### config.mk
export PLATFORM = sky130hd
export DESIGN_NAME = territory_scorer
export DESIGN_NICKNAME = d
export VERILOG_FILES = /design/src/rtl/territory_scorer.sv
export SDC_FILE = /design/constraint.sdc
export NUM_CORES = 2
export LEC_CHECK = 0
export ABC_AREA = 1
export CAP_MARGIN = 10
export CELL_PAD_IN_SITES_DETAIL_PLACEMENT = 0
export CELL_PAD_IN_SITES_GLOBAL_PLACEMENT = 1
export CORE_ASPECT_RATIO = 1.4
export CORE_UTILIZATION = 40
export CTS_BUF_LIST = sky130_fd_sc_hd__clkbuf_4 sky130_fd_sc_hd__clkbuf_8
export DETAILED_ROUTE_END_ITERATION = 8
export PLACE_DENSITY = 0.72
export SYNTH_ARGS = -nofsm -noshare
export SYNTH_HDL_FRONTEND = slang
export SYNTH_SLANG_ARGS = --single-unit
export TNS_END_PERCENT = 30
### constraint.sdc
create_clock -name clk_in -period 51.8 [get_ports clk_in]
set_clock_uncertainty 0.05 [all_clocks]
set_input_delay 12.95 -clock clk_in [delete_from_list [all_inputs] [get_ports clk_in]]
set_output_delay 12.95 -clock clk_in [all_outputs]
set_load 0.02 [all_outputs]
### src/rtl/territory_scorer.sv
// territory_scorer: scores a Go board by flood-filling reachability of empty
// cells from black and white stones, one pass per cycle, then tallies area or
// territory scores, the komi-adjusted margin and the winner.
module territory_scorer #(
   parameter int N  = 9,
   parameter int CW = 10
) (
   input  logic                      clk_in,
   input  logic                      rst_in,
   input  logic [N-1:0][N-1:0][1:0]  board_state,
   input  logic                      update_pulse,
   input  logic                      mode_in,
   input  logic [7:0]                bcapt_in,
   input  logic [7:0]                wcapt_in,
   input  logic [7:0]                komi_in,
   output logic [CW-1:0]             bcount_out,
   output logic [CW-1:0]             wcount_out,
   output logic signed [CW+1:0]      margin_out,
   output logic [1:0]                winner_out,
   output logic                      busy_out,
   output logic                      terr_ready
);

   localparam int CELLS = N * N;
   localparam int PW    = $clog2(CELLS + 1);

   typedef enum logic [4:0] {
      IDLE        = 5'b00001,
      SNAPSHOT    = 5'b00010,
      PROPAGATE   = 5'b00100,
      TALLY       = 5'b01000,
      PULSE_READY = 5'b10000
   } state_t;

   state_t                     state_q, state_d;
   logic                       pending_q, pending_d;
   logic [PW-1:0]              pass_q;
   logic                       last_pass;
   logic                       changed;

   logic [N-1:0][N-1:0][1:0]   board_q;
   logic                       mode_q;
   logic [7:0]                 bcapt_q, wcapt_q, komi_q;

   logic [N-1:0][N-1:0]        reach_b_q, reach_b_d;
   logic [N-1:0][N-1:0]        reach_w_q, reach_w_d;
   // Source maps with a zero border so edge cells see nothing off-board.
   logic [N+1:0][N+1:0]        src_b, src_w;

   logic [PW-1:0]              nb_stone, nw_stone, nb_terr, nw_terr;
   logic [CW-1:0]              bcount_d, wcount_d;
   logic signed [CW+1:0]       margin_d;
   logic [1:0]                 winner_d;

   logic [CW-1:0]              bcount_q, wcount_q;
   logic signed [CW+1:0]       margin_q;
   logic [1:0]                 winner_q;

   // One propagation pass: empty cells pick up reach from any 4-neighbour.
   always_comb begin
      // NOTE: every always_comb output gets a default first, so no path leaves it unassigned and no latch is inferred.
      src_b     = '0;
      src_w     = '0;
      reach_b_d = reach_b_q;
      reach_w_d = reach_w_q;
      for (int r = 0; r < N; r++) begin
         for (int c = 0; c < N; c++) begin
            src_b[r+1][c+1] = (board_q[r][c] == 2'b01) | reach_b_q[r][c];
            src_w[r+1][c+1] = (board_q[r][c] == 2'b10) | reach_w_q[r][c];
         end
      end
      for (int r = 0; r < N; r++) begin
         for (int c = 0; c < N; c++) begin
            // Codes 00 and 11 are both empty.
            if (board_q[r][c][1] == board_q[r][c][0]) begin
               reach_b_d[r][c] = reach_b_q[r][c] | src_b[r][c+1] | src_b[r+2][c+1]
                               | src_b[r+1][c] | src_b[r+1][c+2];
               reach_w_d[r][c] = reach_w_q[r][c] | src_w[r][c+1] | src_w[r+2][c+1]
                               | src_w[r+1][c] | src_w[r+1][c+2];
            end
         end
      end
   end

   assign changed   = (reach_b_d != reach_b_q) || (reach_w_d != reach_w_q);
   assign last_pass = (pass_q == PW'(CELLS - 1));

   // Stone and territory counts, scores, margin and winner from the current maps.
   always_comb begin
      nb_stone = '0;
      nw_stone = '0;
      nb_terr  = '0;
      nw_terr  = '0;
      for (int r = 0; r < N; r++) begin
         for (int c = 0; c < N; c++) begin
            if (board_q[r][c] == 2'b01) nb_stone = nb_stone + PW'(1);
            if (board_q[r][c] == 2'b10) nw_stone = nw_stone + PW'(1);
            if (board_q[r][c][1] == board_q[r][c][0]) begin
               if (reach_b_q[r][c] && !reach_w_q[r][c]) nb_terr = nb_terr + PW'(1);
               if (reach_w_q[r][c] && !reach_b_q[r][c]) nw_terr = nw_terr + PW'(1);
            end
         end
      end
      if (mode_q) begin
         bcount_d = CW'(nb_terr) + CW'(bcapt_q);
         wcount_d = CW'(nw_terr) + CW'(wcapt_q);
      end else begin
         bcount_d = CW'(nb_stone) + CW'(nb_terr);
         wcount_d = CW'(nw_stone) + CW'(nw_terr);
      end
      margin_d = $signed({1'b0, bcount_d, 1'b0}) - $signed({1'b0, wcount_d, 1'b0})
               - $signed((CW + 2)'(komi_q));
      if (margin_d > 0)      winner_d = 2'b01;
      else if (margin_d < 0) winner_d = 2'b10;
      else                   winner_d = 2'b11;
   end

   // Next-state logic and the one-deep pending request flag.
   always_comb begin
      state_d   = state_q;
      pending_d = pending_q;
      case (state_q)
         IDLE:        if (update_pulse || pending_q) state_d = SNAPSHOT;
         SNAPSHOT:    state_d = PROPAGATE;
         PROPAGATE:   if (!changed || last_pass) state_d = TALLY;
         TALLY:       state_d = PULSE_READY;
         PULSE_READY: state_d = (pending_q || update_pulse) ? SNAPSHOT : IDLE;
         default:     state_d = IDLE;
      endcase
      if (state_q != IDLE && update_pulse) pending_d = 1'b1;
      if (state_d == SNAPSHOT)             pending_d = 1'b0;
   end

   // Control state, reach maps, pass counter and registered results.
   always_ff @(posedge clk_in) begin
      if (rst_in) begin
         // NOTE: sequential state uses non-blocking assignments so every register samples pre-edge values.
         state_q   <= IDLE;
         pending_q <= 1'b0;
         pass_q    <= '0;
         reach_b_q <= '0;
         reach_w_q <= '0;
         bcount_q  <= '0;
         wcount_q  <= '0;
         margin_q  <= '0;
         winner_q  <= '0;
      end else begin
         state_q   <= state_d;
         pending_q <= pending_d;
         case (state_q)
            SNAPSHOT: begin
               reach_b_q <= '0;
               reach_w_q <= '0;
               pass_q    <= '0;
            end
            PROPAGATE: begin
               reach_b_q <= reach_b_d;
               reach_w_q <= reach_w_d;
               pass_q    <= pass_q + PW'(1);
            end
            TALLY: begin
               bcount_q <= bcount_d;
               wcount_q <= wcount_d;
               margin_q <= margin_d;
               winner_q <= winner_d;
            end
            default: ;
         endcase
      end
   end

   // Snapshot of the request inputs, frozen for the whole computation.
   always_ff @(posedge clk_in) begin
      // NOTE: the snapshot is always loaded before it is read, so it carries no reset.
      if (state_q == SNAPSHOT) begin
         board_q <= board_state;
         mode_q  <= mode_in;
         bcapt_q <= bcapt_in;
         wcapt_q <= wcapt_in;
         komi_q  <= komi_in;
      end
   end

   assign bcount_out = bcount_q;
   assign wcount_out = wcount_q;
   assign margin_out = margin_q;
   assign winner_out = winner_q;
   assign busy_out   = (state_q != IDLE);
   assign terr_ready = (state_q == PULSE_READY);

endmodule

==> reports/results.ini <==
[worst_setup_path]
r2r_setup_slack_ns=3.27
arrival_ns=49.16
reg2reg_to=winner_out[1]$_SDFFE_PP0N_
max_stage_delay_ns=0.52
start_kind=register
worst_path_max_delay_cell=fa_1
timing.rr.start=board_q[1]$_DFFE_PN_
reg2reg_depth=290
cp_common_cell=nand2_1
required_ns=52.42
crit_type=register to register
worstPathMaxFanout=6
worst_setup_path_end_kind=register

[final_layout]
multi_input_area_sq_um=59800
final_core_util=0.441
synthToLayoutAreaGrowth_pct=9.18
drive_above_1_share=0.212
stdcell_count=16900
mostFrequentLayoutCell=nand2_1
fill_cells=21700
mostFrequentLayoutCells=3344 x nand2_1, 2928 x inv_1, 1813 x nand3_1, 1427 x nand2_2, 1133 x nor2_1
nets=14900
seq_area_sq_um=9760
final_cell_area_sq_um=88200

[detailed_routing]
wirelength_mm=276
vias_per_cell=4.92
ant_nets=0
first_iter_violations=4322
avgRoutedWirePerCell_um=16.4
drc_errors=0
vias=83100
drt_pass1_iterations=8

[place]
placed_cells=16700
gp_congestion=0.975
placed_area_sq_um=86300
port_buffers=223
hpwl_mm=243

[sta]
finalHoldViolCount=0
slew-limit-headroom=0.188
worst_slew_pin_slew_ns=1.22
layout_min_cycle_time_ns=48.53
setup_viol=0
fin_crit_sh=0.937
holdWs_ns=0.419
final_max_slew_viol_count=0
fmax_mhz=20.6

[synth]
syn_inst=13900
synth-edff-count=187
synth-seq-cells=394
synth_area_sq_um=80800
syn_avg_cell_area_sq_um=5.81
yosysUniqueCellTypes=74
async_flop_share=0
synth_ff_type=dfxtp_1
ys_seq_area_frac=0.121
synth_warnings=0

[run]
maxCapViolCount=0

[hold_path]
whs_endpoint=pass_q[6]$_SDFFE_PP0P_
min_delay_path_depth=1
worstHoldPathType=register to register
holdCritStartpoint=pass_q[6]$_SDFFE_PP0P_

[clock_tree]
clock-root-buffer=clkbuf_8
cts_tree=done
clk-insertion-delay-late_ns=0.82
cts_buffer_depth=3
cts_sinks=394
path_clk_slew_ns=0.06
cts_made_buffers=78
htree_num_levels=3

[grt]
grt_pass1_vias=79100
grt_start_max_net_pins=91
antenna_found_initial=8
grt_overflow_total=0
track_usage=0.263
grt_pass1_wl_mm=423

[floorplanning]
core_area_sq_um=200000
ios=226
dieHeight_um=534
initial_core_util=0.404
die_w_um=382
die_area_sq_um=204000
rows=194

[power]
ir_drop_mv=0.0243
static-leakage-power_nw=50.7
p_per_area_nw_per_um2=15.3

[status]
status=complete, no violations

-- routing by layer --
metal  wire (um)  vias to the layer above  share of wire  global-route usage
li1            -                    43900              -                   -
met1      113000                    37500           0.41               0.297
met2      141000                     1345           0.51               0.500
met3        9090                      371          0.033              0.0198
met4       12500                        4          0.045               0.111
met5          21                        -       0.000076                   0
-- cell usage after synthesis, types with 12 or more instances --
master,n,share of area
a21oi_1,221,0.014
a221oi_1,12,0.0013
a31oi_1,37,0.0029
clkbuf_1,43,0.0020
dfxtp_1,207,0.051
edfxtp_1,187,0.069
ha_1,526,0.081
inv_1,2938,0.14
inv_2,59,0.0027
nand2_1,3364,0.16
nand2_2,1408,0.11
nand2_4,151,0.021
nand3_1,1814,0.11
nand3_2,766,0.095
nand3_4,18,0.0039
nand3b_1,196,0.018
nand3b_2,39,0.0054
nand4_1,44,0.0034
nor2_1,1135,0.053
nor2_2,166,0.013
nor2_4,19,0.0026
nor3_1,35,0.0022
o21ai_0,141,0.0087
o22ai_1,22,0.0017
o31ai_1,23,0.0021
or2_2,125,0.0097
xor2_1,23,0.0025
-- power breakdown --
group / internal, mW / switching, mW
registers: 0.330 / 0.00276
clock network: 0.176 / 0.172
logic: 0.222 / 0.446
total: 0.728 / 0.621
-- registers in the layout, indices dropped and copies added, names as in the netlist --
| signal | flops |
|---|---|
| board_q | 162 |
| reach_b_q | 81 |
| reach_w_q | 81 |
| margin_out | 12 |
| bcount_out | 9 |
| wcount_out | 9 |
| bcapt_q | 8 |
| komi_q | 8 |
| wcapt_q | 8 |
| pass_q | 7 |
| state_q | 5 |
| winner_out | 2 |
| mode_q | 1 |
| pending_q | 1 |
-- critical path, delay by kind of cell (launching register included) --
family                   cells  cell delay, ns
adder cells (fa/ha/maj)     84           24.46
flip-flops                   1            0.44
XOR/XNOR                     1            0.10
AO/OA/AOI/OAI               21            2.86
buffers and inverters       45            2.86
AND/OR/NAND/NOR            139           17.61
-- metrics by stage --
stage                     worst slack (ns)  TNS (ns)  total power [mW]
after CTS                             1.05         0              1.35
after floorplan                       5.13         0             0.857
after global routing               -0.0575   -0.0575              1.46
after global placement                1.58         0             0.989
final                                 3.27         0              1.35
after detailed placement              1.17         0              1.00
-- layout make-up --
cell class                      count  share of cell area
Antenna cell                        6            0.000170
Clock buffer                      105              0.0149
Clock inverter                     33             0.00286
Inverter                         3010               0.128
Multi-Input combinational cell  10400               0.678
Sequential cell                   394               0.111
Tap cell                         2646              0.0375
Timing Repair Buffer              248              0.0274
-- repair_timing --
item,CTS,global route
gates resized for setup,0,110
hold buffers,0,0
setup buffers,0,13
endpoints found under the setup margin,0,20
-- worst max-delay path by stage --
stage          slack [ns]            startpoint  depth (start not counted)                         end
2_1_floorplan        5.13  board_q[0]$_DFFE_PN_                        295  winner_out[1]$_SDFFE_PP0N_
3_3_place_gp         1.58  board_q[0]$_DFFE_PN_                        289  winner_out[1]$_SDFFE_PP0N_
3_5_place_dp         1.17  board_q[1]$_DFFE_PN_                        289  winner_out[1]$_SDFFE_PP0N_
4_1_cts              1.05  board_q[1]$_DFFE_PN_                        289  winner_out[1]$_SDFFE_PP0N_
5_1_grt             -0.06  board_q[1]$_DFFE_PN_                        299  winner_out[1]$_SDFFE_PP0N_
6_report             3.27  board_q[1]$_DFFE_PN_                        290  winner_out[1]$_SDFFE_PP0N_
-- kinds of logic (layout without fill, tap and decap cells) --
family,Yosys count,after routing,synth area share
adder cells (fa/ha/maj),537,537,0.0842
flip-flops,394,394,0.121
XOR/XNOR,35,35,0.00407
buffers and inverters,3062,3396,0.143
AND/OR/NAND/NOR,9316,9316,0.608
other,1,8,0.0000464
AO/OA/AOI/OAI,553,553,0.0402
Note: power is estimated with default switching activity, not from simulation.
